**src/rtl/alu_exec_stage_pkg.sv**
```systemverilog
// Shared definitions for the ALU execute/writeback stage: sizes, opcodes, flag bits, FSM states.
package alu_exec_stage_pkg;

  localparam int unsigned DataWidth   = 8;
  localparam int unsigned RegCount    = 32;
  localparam int unsigned AddrWidth   = 5;
  localparam int unsigned OPSEL_COUNT = 4;

  typedef logic [OPSEL_COUNT-1:0] opsel_t;

  localparam opsel_t OPSEL_NOP = 4'd0;
  localparam opsel_t OPSEL_ADD = 4'd1;
  localparam opsel_t OPSEL_ADC = 4'd2;
  localparam opsel_t OPSEL_SUB = 4'd3;
  localparam opsel_t OPSEL_SBC = 4'd4;
  localparam opsel_t OPSEL_AND = 4'd5;
  localparam opsel_t OPSEL_OR  = 4'd6;
  localparam opsel_t OPSEL_EOR = 4'd7;

  localparam int unsigned FLAGS_C = 0;
  localparam int unsigned FLAGS_Z = 1;
  localparam int unsigned FLAGS_N = 2;
  localparam int unsigned FLAGS_V = 3;
  localparam int unsigned FLAGS_S = 4;
  localparam int unsigned FLAGS_H = 5;
  localparam int unsigned FLAGS_T = 6;
  localparam int unsigned FLAGS_I = 7;

  typedef enum logic [1:0] {
    StIdle = 2'd0,
    StExec = 2'd1,
    StWb   = 2'd2
  } state_e;

endpackage

```
**src/rtl/alu_exec_stage_reg_file.sv**
```systemverilog
// General-purpose register file: two operand read ports, one debug read port, one write port.
module alu_exec_stage_reg_file #(
  parameter int unsigned DATA_WIDTH = 8,
  parameter int unsigned REG_COUNT  = 32,
  parameter int unsigned ADDR_WIDTH = 5
) (
  input  logic                  clk_i,
  input  logic                  rst_ni,
  input  logic                  we_i,
  input  logic [ADDR_WIDTH-1:0] waddr_i,
  input  logic [DATA_WIDTH-1:0] wdata_i,
  input  logic [ADDR_WIDTH-1:0] raddr_a_i,
  output logic [DATA_WIDTH-1:0] rdata_a_o,
  input  logic [ADDR_WIDTH-1:0] raddr_b_i,
  output logic [DATA_WIDTH-1:0] rdata_b_o,
  input  logic [ADDR_WIDTH-1:0] dbg_addr_i,
  output logic [DATA_WIDTH-1:0] dbg_data_o
);

  logic [DATA_WIDTH-1:0] mem_q [REG_COUNT];

  always_ff @(posedge clk_i or negedge rst_ni) begin
    if (!rst_ni) begin
      for (int i = 0; i < int'(REG_COUNT); i++) begin
        mem_q[i] <= '0;
      end
    end else if (we_i) begin
      mem_q[waddr_i] <= wdata_i;
    end
  end

  assign rdata_a_o  = mem_q[raddr_a_i];
  assign rdata_b_o  = mem_q[raddr_b_i];
  assign dbg_data_o = mem_q[dbg_addr_i];

endmodule

```
**src/rtl/alu_exec_stage.sv**
```systemverilog
// Execute/writeback stage around the combinational ALU; owns the register file and SREG.
module alu_exec_stage
  import alu_exec_stage_pkg::*;
#(
  parameter int unsigned DATA_WIDTH = DataWidth,
  parameter int unsigned REG_COUNT  = RegCount,
  parameter int unsigned ADDR_WIDTH = AddrWidth
) (
  input  logic                   clk,
  input  logic                   rst_n,
  input  logic                   in_valid,
  output logic                   in_ready,
  input  logic [OPSEL_COUNT-1:0] in_opsel,
  input  logic [ADDR_WIDTH-1:0]  in_rd_addr,
  input  logic [ADDR_WIDTH-1:0]  in_rr_addr,
  input  logic                   ld_en,
  input  logic [ADDR_WIDTH-1:0]  ld_addr,
  input  logic [DATA_WIDTH-1:0]  ld_data,
  output logic [OPSEL_COUNT-1:0] alu_opsel,
  output logic                   alu_enable,
  output logic [DATA_WIDTH-1:0]  alu_rd,
  output logic [DATA_WIDTH-1:0]  alu_rr,
  output logic [DATA_WIDTH-1:0]  alu_flags_in,
  input  logic [DATA_WIDTH-1:0]  alu_out,
  input  logic [DATA_WIDTH-1:0]  alu_flags_out,
  output logic [DATA_WIDTH-1:0]  sreg,
  input  logic [ADDR_WIDTH-1:0]  dbg_addr,
  output logic [DATA_WIDTH-1:0]  dbg_data,
  output logic                   done
);

  state_e                 state_q;
  opsel_t                 opsel_q;
  logic [ADDR_WIDTH-1:0]  rd_addr_q;
  logic [DATA_WIDTH-1:0]  op_rd_q, op_rr_q, res_q, flg_q, sreg_q;
  logic                   enable_q, done_q;

  logic [DATA_WIDTH-1:0]  rf_rd_data, rf_rr_data, rf_wdata;
  logic [ADDR_WIDTH-1:0]  rf_waddr;
  logic                   wb_we, ld_we, rf_we;

  // Writeback has priority; direct loads only slip in while idle with no instruction offered.
  assign wb_we    = (state_q == StWb) && (opsel_q != OPSEL_NOP);
  assign ld_we    = (state_q == StIdle) && !in_valid && ld_en;
  assign rf_we    = wb_we || ld_we;
  assign rf_waddr = wb_we ? rd_addr_q : ld_addr;
  assign rf_wdata = wb_we ? res_q : ld_data;

  alu_exec_stage_reg_file #(
    .DATA_WIDTH (DATA_WIDTH),
    .REG_COUNT  (REG_COUNT),
    .ADDR_WIDTH (ADDR_WIDTH)
  ) u_reg_file (
    .clk_i      (clk),
    .rst_ni     (rst_n),
    .we_i       (rf_we),
    .waddr_i    (rf_waddr),
    .wdata_i    (rf_wdata),
    .raddr_a_i  (in_rd_addr),
    .rdata_a_o  (rf_rd_data),
    .raddr_b_i  (in_rr_addr),
    .rdata_b_o  (rf_rr_data),
    .dbg_addr_i (dbg_addr),
    .dbg_data_o (dbg_data)
  );

  always_ff @(posedge clk or negedge rst_n) begin
    if (!rst_n) begin
      state_q   <= StIdle;
      opsel_q   <= OPSEL_NOP;
      rd_addr_q <= '0;
      op_rd_q   <= '0;
      op_rr_q   <= '0;
      res_q     <= '0;
      flg_q     <= '0;
      sreg_q    <= '0;
      enable_q  <= 1'b0;
      done_q    <= 1'b0;
    end else begin
      unique case (state_q)
        StIdle: begin
          if (in_valid) begin
            opsel_q   <= in_opsel;
            rd_addr_q <= in_rd_addr;
            op_rd_q   <= rf_rd_data;
            op_rr_q   <= rf_rr_data;
            enable_q  <= 1'b1;
            state_q   <= StExec;
          end
        end
        StExec: begin
          res_q    <= alu_out;
          flg_q    <= alu_flags_out;
          enable_q <= 1'b0;
          done_q   <= 1'b1;
          state_q  <= StWb;
        end
        StWb: begin
          // NOP still commits: the ALU passes flags_in through unchanged.
          sreg_q  <= flg_q;
          done_q  <= 1'b0;
          state_q <= StIdle;
        end
        default: begin
          enable_q <= 1'b0;
          done_q   <= 1'b0;
          state_q  <= StIdle;
        end
      endcase
    end
  end

  assign in_ready     = rst_n && (state_q == StIdle);
  assign alu_enable   = enable_q;
  assign done         = done_q;
  assign alu_opsel    = opsel_q;
  assign alu_rd       = op_rd_q;
  assign alu_rr       = op_rr_q;
  assign alu_flags_in = sreg_q;
  assign sreg         = sreg_q;

endmodule

```
**config.mk**
```make
export PLATFORM = sky130hd
export DESIGN_NAME = alu_exec_stage
export DESIGN_NICKNAME = d
export VERILOG_FILES = /design/src/rtl/alu_exec_stage_pkg.sv /design/src/rtl/alu_exec_stage_reg_file.sv /design/src/rtl/alu_exec_stage.sv
export SDC_FILE = /design/constraint.sdc
export NUM_CORES = 1
export LEC_CHECK = 0
export BUFFER_PORTS_ARGS = -buffer_cell sky130_fd_sc_hd__buf_2
export CAP_MARGIN = 30
export CORE_MARGIN = 4
export CORE_UTILIZATION = 25
export CTS_CLUSTER_DIAMETER = 200
export DETAILED_ROUTE_END_ITERATION = 16
export PLACE_DENSITY = 0.41
export SYNTH_ARGS = -nofsm -noshare
export SYNTH_HDL_FRONTEND = slang
export SYNTH_SLANG_ARGS = --single-unit
```
**constraint.sdc**
```tcl
create_clock -name clk -period 3 [get_ports clk]
set_input_delay 0.3 -clock clk [delete_from_list [all_inputs] [get_ports clk]]
set_output_delay 0.3 -clock clk [all_outputs]
set_load 0.005 [all_outputs]
```
**Yosys cells after proc, flatten, opt, wreduce, memory -nomap -nowiden**

Index checks and enable logic that the tools add are counted.

- Magnitude comparators: 5
- Equality and inequality tests: 3
- Bitwise gates (word level): 5
- Reductions and logical operators: 11
- Multiplexer cells: 19

Operators by type and width:

| operator | count |
|---|---|
| 256-bit bitwise mux | 1 |
| 8-bit binary-select mux with 5-bit select | 3 |
| 8-bit two-way mux | 8 |
| 8-bit demux with 5-bit select | 1 |
| 6-bit >= comparator (second input constant) | 4 |
| 5-bit NOT with 6-bit output | 4 |
| 6-bit by 1-bit < comparator with 1-bit output (second input constant) | 1 |
| 1-bit logical AND | 5 |
| 5-bit two-way mux | 1 |
| 1-bit case mux with 2 select lines | 2 |
| 2-bit case mux with 2 select lines | 1 |
| 2-bit AND reduction | 2 |
| 4-bit nonzero test | 1 |
| 2-bit by 1-bit equality test with 1-bit output (second input constant) | 1 |
| 2-bit equality test (second input constant) | 1 |
| 2-bit logical NOT | 1 |
| 2-bit two-way mux | 1 |
| 2-bit inequality test (second input constant) | 1 |
| 1-bit logical NOT | 1 |
| 1-bit logical OR | 1 |
| 1-bit two-way mux | 1 |
| 1-bit NOT | 1 |

- Output and inout bits: 47
- Register bits: 309
- Word-level logic and storage cells: 85
- Input bits: 52

**Logic depth before layout (Yosys ltp)**

- Depth after elaboration: 9
- Mapped depth: 9
- Gate-level depth less buffers: 5

**Hierarchy**

Synthesis repeated with hierarchy kept, for this count alone.

- Cells, all modules: 1054
- Area total of the unflattened synthesis: 17929.7 µm²

Modules (own cells, without submodules):

| module | times used | sequential area each (µm²) | area each (µm²) | cells each |
|---|---|---|---|---|
| alu_exec_stage_reg_file | 1 | 6406.1 | 15637.5 | 913 |
| alu_exec_stage | 1 | 1326.3 | 2292.2 | 141 |

**Least setup slack after synthesis**

Ideal clock, no wire load.

- Kind: input-to-output
- Start: input dbg_addr[0]
- End: output dbg_data[0]
- Data required time: 2.700 ns
- Slack: 0.640 ns
- Buffers on the path: 2
- Stages: 5
- Arrival: 2.060 ns
- Cells stage by stage: buf_2 -> buf_2 -> mux4_2 -> mux4_2 -> mux2_2

- Longest elaborated chain between the ends: 4

Ends and longest elaborated chain:

| item | line | text |
|---|---|---|
| start: declaration | alu_exec_stage.sv:27 | `input logic [ADDR_WIDTH-1:0] dbg_addr,` |
| 5-bit NOT with 6-bit output (implied by the code) | alu_exec_stage_reg_file.sv:34 | `assign dbg_data_o = mem_q[dbg_addr_i];` |
| 8-bit binary-select mux with 5-bit select | alu_exec_stage_reg_file.sv:34 |  |
| 8-bit two-way mux (implied by the code) (2 in a row) | alu_exec_stage_reg_file.sv:34 |  |
| end: declaration | alu_exec_stage.sv:28 | `output logic [DATA_WIDTH-1:0] dbg_data,` |

No other way between the ends. The select of a mux whose other input is x is not followed.

**Final worst setup path**

- Start: register u_reg_file.mem_q[96] (netlist bit)
- End: output dbg_data[0]

- Longest elaborated chain between the ends: 3

Ends and longest elaborated chain:

| item | line | text |
|---|---|---|
| start: declaration | alu_exec_stage_reg_file.sv:20 | `logic [DATA_WIDTH-1:0] mem_q [REG_COUNT];` |
| start signal: indexed assignment | alu_exec_stage_reg_file.sv:28 | `mem_q[waddr_i] <= wdata_i;` |
| 8-bit binary-select mux with 5-bit select | alu_exec_stage_reg_file.sv:34 |  |
| 8-bit two-way mux (implied by the code) (2 in a row) | alu_exec_stage_reg_file.sv:34 |  |

No other way between the ends. The select of a mux whose other input is x is not followed.

==> impl_metrics.yaml <==
run_status:
  status: "finished clean"
setup_path:
  reg2reg_slack_ns: 0.34
  cp.required_ns: 2.70
  crit_path_max_fanout: 4
  r2r-start: "state_q[1]"
  worstPathCellList: "mux4_2 > mux4_2 > mux2_2 > buf_2"
  timing.rr.end: "u_reg_file.mem_q[7]"
  crit_end: "dbg_data[0]"
  slowest_delay_ns: 0.54
  cp-startpoint: "u_reg_file.mem_q[96]"
  reg2regPathDepth: 6
  worstSetupStartpointType: "register"
  cp.arrival_ns: 2.50
  crit_top_cell: "mux4_2"
  end_kind: "output pin"
  cp.depth: 4
  crit_slowest_cell: "mux4_2"
  worst-path-buf-inv: 1
  cp_top_family: "multiplexers"
  worst-setup-path-type: "register to output pin"
yosys:
  ys_ff_latch: 309
  synth.cell_area_mm2: 0.0182
  syn_avg_cell_area_um2: 15.0
  synth_flop_cell: "dfrtp_1"
  synth_edf_count: 0
  synth_seq_area_share_pct: 42.5
  synth_nets: 1262
  ys_warn_count: 0
  ys_types: 55
  synthArstFlopShare_pct: 100
  synth_cells: 1210
detailed_routing:
  wl_um: 64700
  final_antenna_net_count: 0
  drc: 0
  vias: 11900
  drtPass1Iterations: 5
  drt_iter0_markers: 953
  viasPerCell: 5.17
  wl_per_cell_um: 28.1
placed_design:
  dp_slack_ns: 0.307
  place.port_buffers: 98
  globalplace.congestion: 0.821
  hpwlAfterDp_um: 42700
cells_and_area:
  nets: 1372
  diodes: 0
  drive_gt1_share_pct: 57.3
  num-fill-cells: 7245
  syn_to_final_growth_pct: 18.9
  post-route-util_pct: 30.1
floorplanning:
  start_util_pct: 25.3
  core-area_mm2: 0.0719
  core.rowCount: 98
  ios: 99
  die_w_um: 278
  dieArea_mm2: 0.0771
  die_y_um: 278
cts:
  cts_sinks: 309
  cts_resized: 0
  clk_latency_ns: 0.58
  cts_root_buffer: "clkbuf_16"
  path_clk_slew_ns: 0.06
  htree_levels: 2
  clk_path_buf_depth: 3
  cts_post_setup_buffers_inserted: 0
  cts_tree: "built"
  hold_buffers: 21
  cts_made_buffers: 39
sta:
  max-slew-margin-rel_pct: 37.2
  fin_skew_ns: 0.0335
  setup_tns_ns: 0
  setup_slack_ns: 0.201
  fin_crit_sh_pct: 93.3
  rsz0062_at_grt: "no"
  max_freq_ghz: 0.357
  setup_viol: 0
  tightest_slew_ns: 0.940
  finalHoldViolCount: 0
  holdWs_ns: 0.222
  final_max_slew_viol_count: 0
  post-route-min-period_ns: 2.80
global_routing:
  grt_first_pass_wirelength_um: 94000
  grt_usage_pct: 16.7
  grt_max_degree: 96
  grt_pass1_vias: 12600
  antenna_found_initial: 1
  gr-total-overflow: 0
power:
  ir_worst_vdd_mv: 0.385
  powerDensity_mw_per_mm2: 803
  p_leak_nw: 9.13
  power_mw: 17.4
min_path:
  min-delay-path-class: "input pin to asynchronous set/reset pin"
flow_run:
  drv_cap: 0
cell usage in the layout (no fill, tap or decap), drive strengths merged:
master	count
a2111oi	1
a211o	7
a211oi	8
a21oi	12
a22oi	4
a32oi	1
and2b	1
and3	2
buf	153
bufinv	6
clkbuf	58
clkinv	5
clkinvlp	2
dfrtp	309
dlygate4sd3	21
inv	4
mux2	300
mux2i	10
mux4	208
nand2	86
nand2b	6
nand3	7
nand3b	2
nand4	1
nor2	21
nor2b	20
nor3	12
nor3b	2
nor4	6
nor4b	1
o21ai	10
o22ai	44
o2bb2a	1
o31ai	1
o32ai	2
or3	4
or3b	2
or4	9
or4b	1
per-layer routing:
layer	vias up	wire (um)	global-route usage (%)
met3	94	3400	3.48
met1	6489	29600	23.6
met5	-	0	0
met2	308	29800	26.0
met4	0	1840	4.67
li1	5008	-	-
state kept, by name, indices dropped and copies added (netlist names), 4 cells and up:
signal            cells
u_reg_file.mem_q    256
alu_rd                8
alu_opsel             4
alu_flags_in          8
res_q                 8
flg_q                 8
rd_addr_q             5
alu_rr                8
per-stage QoR:
| step | instances | cell area [um^2] |
|---|---|---|
| 5_1_grt | 2300 | 21600 |
| 3_5_place_dp | 2208 | 20000 |
| 6_report | 2300 | 21600 |
| 3_3_place_gp | 2208 | 20000 |
| 4_1_cts | 2300 | 21600 |
| 2_1_floorplan | 1210 | 18200 |
where the power goes:
group / internal (mW) / switching [mW] / total (mW)
Clock: 3.31 / 1.99 / 5.30
Combinational: 3.15 / 1.90 / 5.06
Sequential: 5.62 / 1.40 / 7.02
Total: 12.1 / 5.29 / 17.4
synth_stat cells (2+ instances only):
cell,count,area (um^2)
a22oi_2,2,25.0
or3_1,3,18.8
and3_2,2,15.0
buf_4,17,128
mux2_1,5,56.3
or3b_2,2,17.5
o22ai_1,40,250
mux2_4,8,120
inv_1,3,11.3
mux2i_1,7,70.1
dfrtp_1,309,7730
nand3_1,6,30.0
clkbuf_1,57,214
nor2_4,6,67.6
nor2_2,6,37.5
nand2b_1,6,37.5
mux2i_4,3,67.6
a22oi_1,2,15.0
buf_2,20,100
a21oi_4,5,81.3
a211o_1,7,61.3
nor3b_1,2,15.0
nand2_2,10,62.6
mux2_2,287,3230
or4_1,8,60.1
a211oi_1,8,60.1
buf_1,11,41.3
nand3b_1,2,15.0
a21oi_1,7,35.0
nand2_1,76,285
nor3_1,11,55.1
nor2b_1,20,125
nor4_1,4,25.0
mux4_2,208,4680
o22ai_2,4,50.1
o21ai_0,9,45.0
nor2_1,9,33.8
how the worst min path moves through the flow:
stage               depth (start not counted)   from                     to
global route                                2  rst_n   u_reg_file.mem_q[96]
detailed placement                          1  rst_n                   done
floorplan                                   0  rst_n             alu_enable
CTS                                         2  rst_n             state_q[0]
finish                                      2  rst_n   u_reg_file.mem_q[96]
global placement                            1  rst_n  u_reg_file.mem_q[120]
layout make-up:
| type | count | area (um^2) | area share (%) |
|---|---|---|---|
| Timing Repair Buffer | 174 | 1290 | 5.95 |
| Tap cell | 950 | 1190 | 5.50 |
| Inverter | 4 | 15.0 | 0.0694 |
| Clock buffer | 58 | 1210 | 5.59 |
| Multi-Input combinational cell | 792 | 9960 | 46.1 |
| Clock inverter | 13 | 235 | 1.09 |
| Sequential cell | 309 | 7730 | 35.7 |
cells by family (layout without fill, tap and decap cells):
logic type	after synthesis	after routing	synth area share, %
mux	518	518	45.2
flops	309	309	42.5
buf+inv	109	249	2.74
compound gates	91	91	3.91
simple gates	183	183	5.61
No activity file was read; power rests on OpenSTA's default activity.
